==> config.mk <==
export PLATFORM = sky130hd
export DESIGN_NAME = mul_arbiter_flat
export DESIGN_NICKNAME = d
export VERILOG_FILES = /design/src/rtl/mul_pkg.sv /design/src/rtl/mul_arbiter_if.sv /design/src/rtl/mul_rr_pick.sv /design/src/rtl/mul_arbiter.sv /design/src/flat_wrapper.sv
export SDC_FILE = /design/constraint.sdc
export NUM_CORES = 1
export LEC_CHECK = 0
export ABC_AREA = 1
export BUFFER_PORTS_ARGS = -buffer_cell sky130_fd_sc_hd__buf_2
export CAP_MARGIN = 15
export CORE_MARGIN = 2
export CORE_UTILIZATION = 52
export DETAILED_ROUTE_END_ITERATION = 12
export HOLD_SLACK_MARGIN = 0.12
export PLACE_DENSITY = 0.85
export SLEW_MARGIN = 0
export SYNTH_ARGS = -nofsm -noshare
export SYNTH_HDL_FRONTEND = slang
export SYNTH_SLANG_ARGS = --single-unit
==> constraint.sdc <==
create_clock -name clk -period 2.8 [get_ports clk]
set_clock_uncertainty 0.1 [all_clocks]
set_input_delay 0.14 -clock clk [delete_from_list [all_inputs] [get_ports clk]]
set_output_delay 0.14 -clock clk [all_outputs]
set_load 0.02 [all_outputs]
==> src/rtl/mul_pkg.sv <==
// Shared constants and state encoding for the two-requester multiplier arbiter.
package mul_pkg;
    localparam int OP_W        = 8;
    localparam int RES_W       = 16;
    localparam int CNT_W       = 4;
    localparam int MUL_LAT_DEF = 5;

    typedef enum logic [1:0] {
        IDLE  = 2'd0,
        START = 2'd1,
        WAIT  = 2'd2,
        HOLD  = 2'd3
    } state_e;
endpackage

==> src/rtl/mul_arbiter_if.sv <==
// Requester, result and multiplier-datapath signals of mul_arbiter.
interface mul_arbiter_if;
    import mul_pkg::*;

    logic             req0, req1;
    logic [OP_W-1:0]  a0, b0, a1, b1;
    logic             gnt0, gnt1;
    logic             res_valid, res_ready;
    logic [RES_W-1:0] res;
    logic             res_id;
    logic             mul_st;
    logic [OP_W-1:0]  mul_a, mul_b;
    logic [RES_W-1:0] mul_answer;
    logic             busy;

    modport slave (
        input  req0, req1, a0, b0, a1, b1, res_ready, mul_answer,
        output gnt0, gnt1, res_valid, res, res_id, mul_st, mul_a, mul_b, busy
    );

    modport master (
        output req0, req1, a0, b0, a1, b1, res_ready, mul_answer,
        input  gnt0, gnt1, res_valid, res, res_id, mul_st, mul_a, mul_b, busy
    );
endinterface

==> src/rtl/mul_rr_pick.sv <==
// Combinational 2-way round-robin picker: on contention the side that did not win last time wins.
module mul_rr_pick (
    input  logic req0_i,
    input  logic req1_i,
    input  logic last_gnt_i,
    output logic valid_o,
    output logic id_o
);
    assign valid_o = req0_i | req1_i;
    assign id_o    = (req0_i & req1_i) ? ~last_gnt_i : req1_i;
endmodule

==> src/rtl/mul_arbiter.sv <==
// Shares one fixed-latency 8x8 multiplier between two requesters; one transaction in flight at a time.
module mul_arbiter
    import mul_pkg::*;
#(
    parameter int MUL_LAT = MUL_LAT_DEF
) (
    input  logic          clk,
    input  logic          rst,
    mul_arbiter_if.slave  bus
);
    localparam logic [CNT_W-1:0] LAT_C = CNT_W'(MUL_LAT);

    state_e           state_q, state_d;
    logic             last_q, last_d;
    logic             id_q, id_d;
    logic [OP_W-1:0]  a_q, a_d, b_q, b_d;
    logic [CNT_W-1:0] cnt_q, cnt_d;
    logic [RES_W-1:0] res_q, res_d;
    logic             pick_vld, pick_id;

    mul_rr_pick u_pick (
        .req0_i     (bus.req0),
        .req1_i     (bus.req1),
        .last_gnt_i (last_q),
        .valid_o    (pick_vld),
        .id_o       (pick_id)
    );

    always_ff @(posedge clk or posedge rst) begin
        if (rst) begin
            state_q <= IDLE;
            last_q  <= 1'b1;
            id_q    <= 1'b0;
            a_q     <= '0;
            b_q     <= '0;
            cnt_q   <= '0;
            res_q   <= '0;
        end else begin
            state_q <= state_d;
            last_q  <= last_d;
            id_q    <= id_d;
            a_q     <= a_d;
            b_q     <= b_d;
            cnt_q   <= cnt_d;
            res_q   <= res_d;
        end
    end

    always_comb begin
        state_d = state_q;
        last_d  = last_q;
        id_d    = id_q;
        a_d     = a_q;
        b_d     = b_q;
        cnt_d   = cnt_q;
        res_d   = res_q;
        case (state_q)
            IDLE: if (pick_vld) begin
                id_d    = pick_id;
                last_d  = pick_id;
                a_d     = pick_id ? bus.a1 : bus.a0;
                b_d     = pick_id ? bus.b1 : bus.b0;
                state_d = START;
            end
            START: begin
                cnt_d   = LAT_C;
                state_d = WAIT;
            end
            WAIT: begin
                cnt_d = cnt_q - 1'b1;
                // cnt_q==1 marks the final WAIT cycle, where the datapath answer is valid
                if (cnt_q == CNT_W'(1)) begin
                    res_d   = bus.mul_answer;
                    state_d = HOLD;
                end
            end
            HOLD: if (bus.res_ready) state_d = IDLE;
            default: state_d = IDLE;
        endcase
    end

    logic in_start, in_op, in_hold;
    assign in_start = (state_q == START);
    assign in_op    = (state_q == START) || (state_q == WAIT);
    assign in_hold  = (state_q == HOLD);

    assign bus.mul_st    = in_start;
    assign bus.gnt0      = in_start & ~id_q;
    assign bus.gnt1      = in_start &  id_q;
    assign bus.mul_a     = in_op ? a_q : '0;
    assign bus.mul_b     = in_op ? b_q : '0;
    assign bus.res_valid = in_hold;
    assign bus.res       = in_hold ? res_q : '0;
    assign bus.res_id    = in_hold & id_q;
    assign bus.busy      = (state_q != IDLE);
endmodule
==> src/flat_wrapper.sv <==
// flat-port wrapper written by rule: the top's interface ports become plain ports
module mul_arbiter_flat import mul_pkg::*;
#(
    parameter int MUL_LAT = MUL_LAT_DEF
)
  (clk, rst, bus_req0, bus_req1, bus_a0, bus_b0, bus_a1, bus_b1, bus_res_ready, bus_mul_answer, bus_gnt0, bus_gnt1, bus_res_valid, bus_res, bus_res_id, bus_mul_st, bus_mul_a, bus_mul_b, bus_busy);
  mul_arbiter_if bus_i ();
  input  logic clk;
  input  logic rst;
  input wire logic [$bits(bus_i.req0)-1:0] bus_req0;
  input wire logic [$bits(bus_i.req1)-1:0] bus_req1;
  input wire logic [$bits(bus_i.a0)-1:0] bus_a0;
  input wire logic [$bits(bus_i.b0)-1:0] bus_b0;
  input wire logic [$bits(bus_i.a1)-1:0] bus_a1;
  input wire logic [$bits(bus_i.b1)-1:0] bus_b1;
  input wire logic [$bits(bus_i.res_ready)-1:0] bus_res_ready;
  input wire logic [$bits(bus_i.mul_answer)-1:0] bus_mul_answer;
  output wire logic [$bits(bus_i.gnt0)-1:0] bus_gnt0;
  output wire logic [$bits(bus_i.gnt1)-1:0] bus_gnt1;
  output wire logic [$bits(bus_i.res_valid)-1:0] bus_res_valid;
  output wire logic [$bits(bus_i.res)-1:0] bus_res;
  output wire logic [$bits(bus_i.res_id)-1:0] bus_res_id;
  output wire logic [$bits(bus_i.mul_st)-1:0] bus_mul_st;
  output wire logic [$bits(bus_i.mul_a)-1:0] bus_mul_a;
  output wire logic [$bits(bus_i.mul_b)-1:0] bus_mul_b;
  output wire logic [$bits(bus_i.busy)-1:0] bus_busy;
  assign bus_i.req0 = bus_req0;
  assign bus_i.req1 = bus_req1;
  assign bus_i.a0 = bus_a0;
  assign bus_i.b0 = bus_b0;
  assign bus_i.a1 = bus_a1;
  assign bus_i.b1 = bus_b1;
  assign bus_i.res_ready = bus_res_ready;
  assign bus_i.mul_answer = bus_mul_answer;
  assign bus_gnt0 = bus_i.gnt0;
  assign bus_gnt1 = bus_i.gnt1;
  assign bus_res_valid = bus_i.res_valid;
  assign bus_res = bus_i.res;
  assign bus_res_id = bus_i.res_id;
  assign bus_mul_st = bus_i.mul_st;
  assign bus_mul_a = bus_i.mul_a;
  assign bus_mul_b = bus_i.mul_b;
  assign bus_busy = bus_i.busy;
  mul_arbiter #(.MUL_LAT(MUL_LAT)) u_core (.clk(clk), .rst(rst), .bus(bus_i));
endmodule
==> results.cfg <==
[detailed_routing]
drt-initial-drc-count = 116
vias_per_cell = 4.72
drt_wl_total_um = 6320
drc_errors = 0
post_drt_wl_per_cell_um = 12.5
num_vias = 2395
dr.pass1.iters = 4
ant_nets = 0

[sta]
hold_ws_ns = 0.183
max_freq_mhz = 450
setup_tns_ns = 0
setup_viol = 0
hold_viol = 0
tightest_slew_ns = 0.739
slew_headroom = 0.507
min_period_over_period = 0.795
slew_viol_final = 0
rsz0062_at_grt = no
timing.final.crit_period_ns = 2.22

[layout]
area_growth_pct = 46.3
layout.nets = 515
drive_gt1_frac = 0.243
final_common_cell = nand2_1
finalNonFillerCells = 507
final_cell_area_mm2 = 0.00326
finish.utilization = 0.802
mostFrequentLayoutCells = nand2_1 (161), buf_2 (90), inv_1 (59), dlygate4sd3_1 (49), dfrtp_1 (39)
antenna_cells = 0

[worst_setup_path]
cp_slowest_cell = ha_1
cp.arrival_ns = 1.98
critPathKind = register to output port
path_cells = inv_1 > ha_1 > nand2_1 > inv_1 > buf_2
critPathCaptureType = output port
critPathMaxStageDelay_ns = 0.77
crit_fanout = 24
cp.required_ns = 2.56
start_kind = register
cpMostUsedCell = inv_1

[power]
peakVddDrop_v = 0.000581
p_leak_uw = 0.00213
p_per_area_mw_per_mm2 = 988

[cts]
cts_inserted_buffers = 5
tritoncts = done
clk_path_buf_depth = 2
clk-insertion-delay-late_ns = 0.30
cts-root-buf = clkbuf_8
clock_sink_count = 40
htree_num_levels = 2
cts.clk_slew.worst_paths_ns = 0.07
cts-resized-gates = 0

[placed_design]
place_area_mm2 = 0.00267
place.gp.congestion = 0.792
portBuffers = 90
hpwl_um = 3500
dp.cells = 450

[yosys]
syn_nets = 379
synth_seq_cells = 40
synthDistinctLibCells = 23
syn_area_mm2 = 0.00222
post_synth.cell_area_avg_um2 = 6.95
ys_seq_area_frac = 0.451
yosys_warnings = 0
synth_cells = 320

[grt]
grt_pass1_vias = 2365
grt_usage = 0.270
grt_antenna_before_repair = 0
grt_overflow = 0
grt_max_degree = 33
grt_pass1_wl_um = 10400

[floorplan]
core_mm2 = 0.00406
initial_utilization = 0.548
placementRows = 23
fp.dieArea_mm2 = 0.00482
die_h_um = 69.4
ios = 91
die-width_um = 69.4

[min_path]
hold_path.class = primary input to register

[run_status]
status = complete, no violations

[job]
drv_cap = 0
[path summary, 6_finish.rpt]
| path | slack [ns] | end | depth (start not counted) | startpoint |
|---|---|---|---|---|
| setup / recovery | 0.58 | bus_mul_b[7] | 5 | u_core.state_q[0] |
| hold / removal | 0.18 | u_core.state_q[1] | 5 | bus_res_ready |
| setup reg to reg | 0.81 | u_core.a_q[0] | 8 | u_core.last_q |
| hold reg to reg | 0.39 | u_core.b_q[0] | 2 | u_core.b_q[0] |
| max in group asynchronous | 1.45 | u_core.last_q | 4 | rst |
| min in group asynchronous | 0.38 | u_core.res_q[0] | 3 | rst |
[logic make-up after synthesis]
family / count (synthesis) / synth area share
AOI/OAI and AO/OA: 23 / 0.0529
adders and majority gates: 6 / 0.0337
buffers and inverters: 73 / 0.139
DFF: 40 / 0.451
and+or+nand+nor: 178 / 0.323
[final cells by class]
class | instances | area (um^2)
repair buffers | 140 | 948
multi-input cells | 207 | 912
flip-flops and latches | 40 | 1000
clock buffers | 6 | 82.6
fillers | 258 | 802
well taps | 50 | 62.6
inverters | 62 | 238
clock inverters | 2 | 10.0
[what timing repair did]
item	in CTS	in global routing
setup buffers	0	0
hold endpoints to repair	48	0
hold buffers	49	0
[worst max-delay path: cells and delay by family, from the launching register on]
| kind | cells | cell delay, ns |
|---|---|---|
| DFF | 1 | 0.41 |
| and+or+nand+nor | 1 | 0.17 |
| buffers and inverters | 3 | 0.34 |
| adders and majority gates | 1 | 0.77 |
[flip-flops by register name, indices dropped and copies added, names as in the netlist]
signal          flops
u_core.id_q         1
u_core.b_q          8
u_core.state_q      2
u_core.a_q          8
u_core.res_q       16
u_core.last_q       1
u_core.cnt_q        4
[where the power goes]
part	switching [uW]	total [uW]	internal, uW
clock network	197	394	197
logic	1160	1780	620
registers	175	1050	872
total	1530	3220	1690
[per-stage QoR]
stage | worst slack, ns | total power [uW]
2_1_floorplan | 1.29 | 2250
3_3_place_gp | 0.989 | 2630
3_5_place_dp | 0.953 | 2690
4_1_cts | 0.619 | 3170
5_1_grt | 0.504 | 3470
6_report | 0.575 | 3220
[per-layer routing]
| metal | share of wire | global-route usage |
|---|---|---|
| met3 | 0.072 | 0.0625 |
| met1 | 0.38 | 0.285 |
| met2 | 0.52 | 0.507 |
| met5 | 0 | 0 |
| met4 | 0.033 | 0.113 |
[synthesized netlist by cell type (all sizes together)]
cell type,n,area [um^2]
inv,62,238
nor2,9,60.1
o21ai,20,100
dfrtp,39,976
nand3,4,25.0
a21oi,2,10.0
buf,8,61.3
clkbuf,3,11.3
ha,6,75.1
a21o,1,7.51
dfstp,1,26.3
nand2,165,634
No activity file was read; power rests on OpenSTA's default activity.
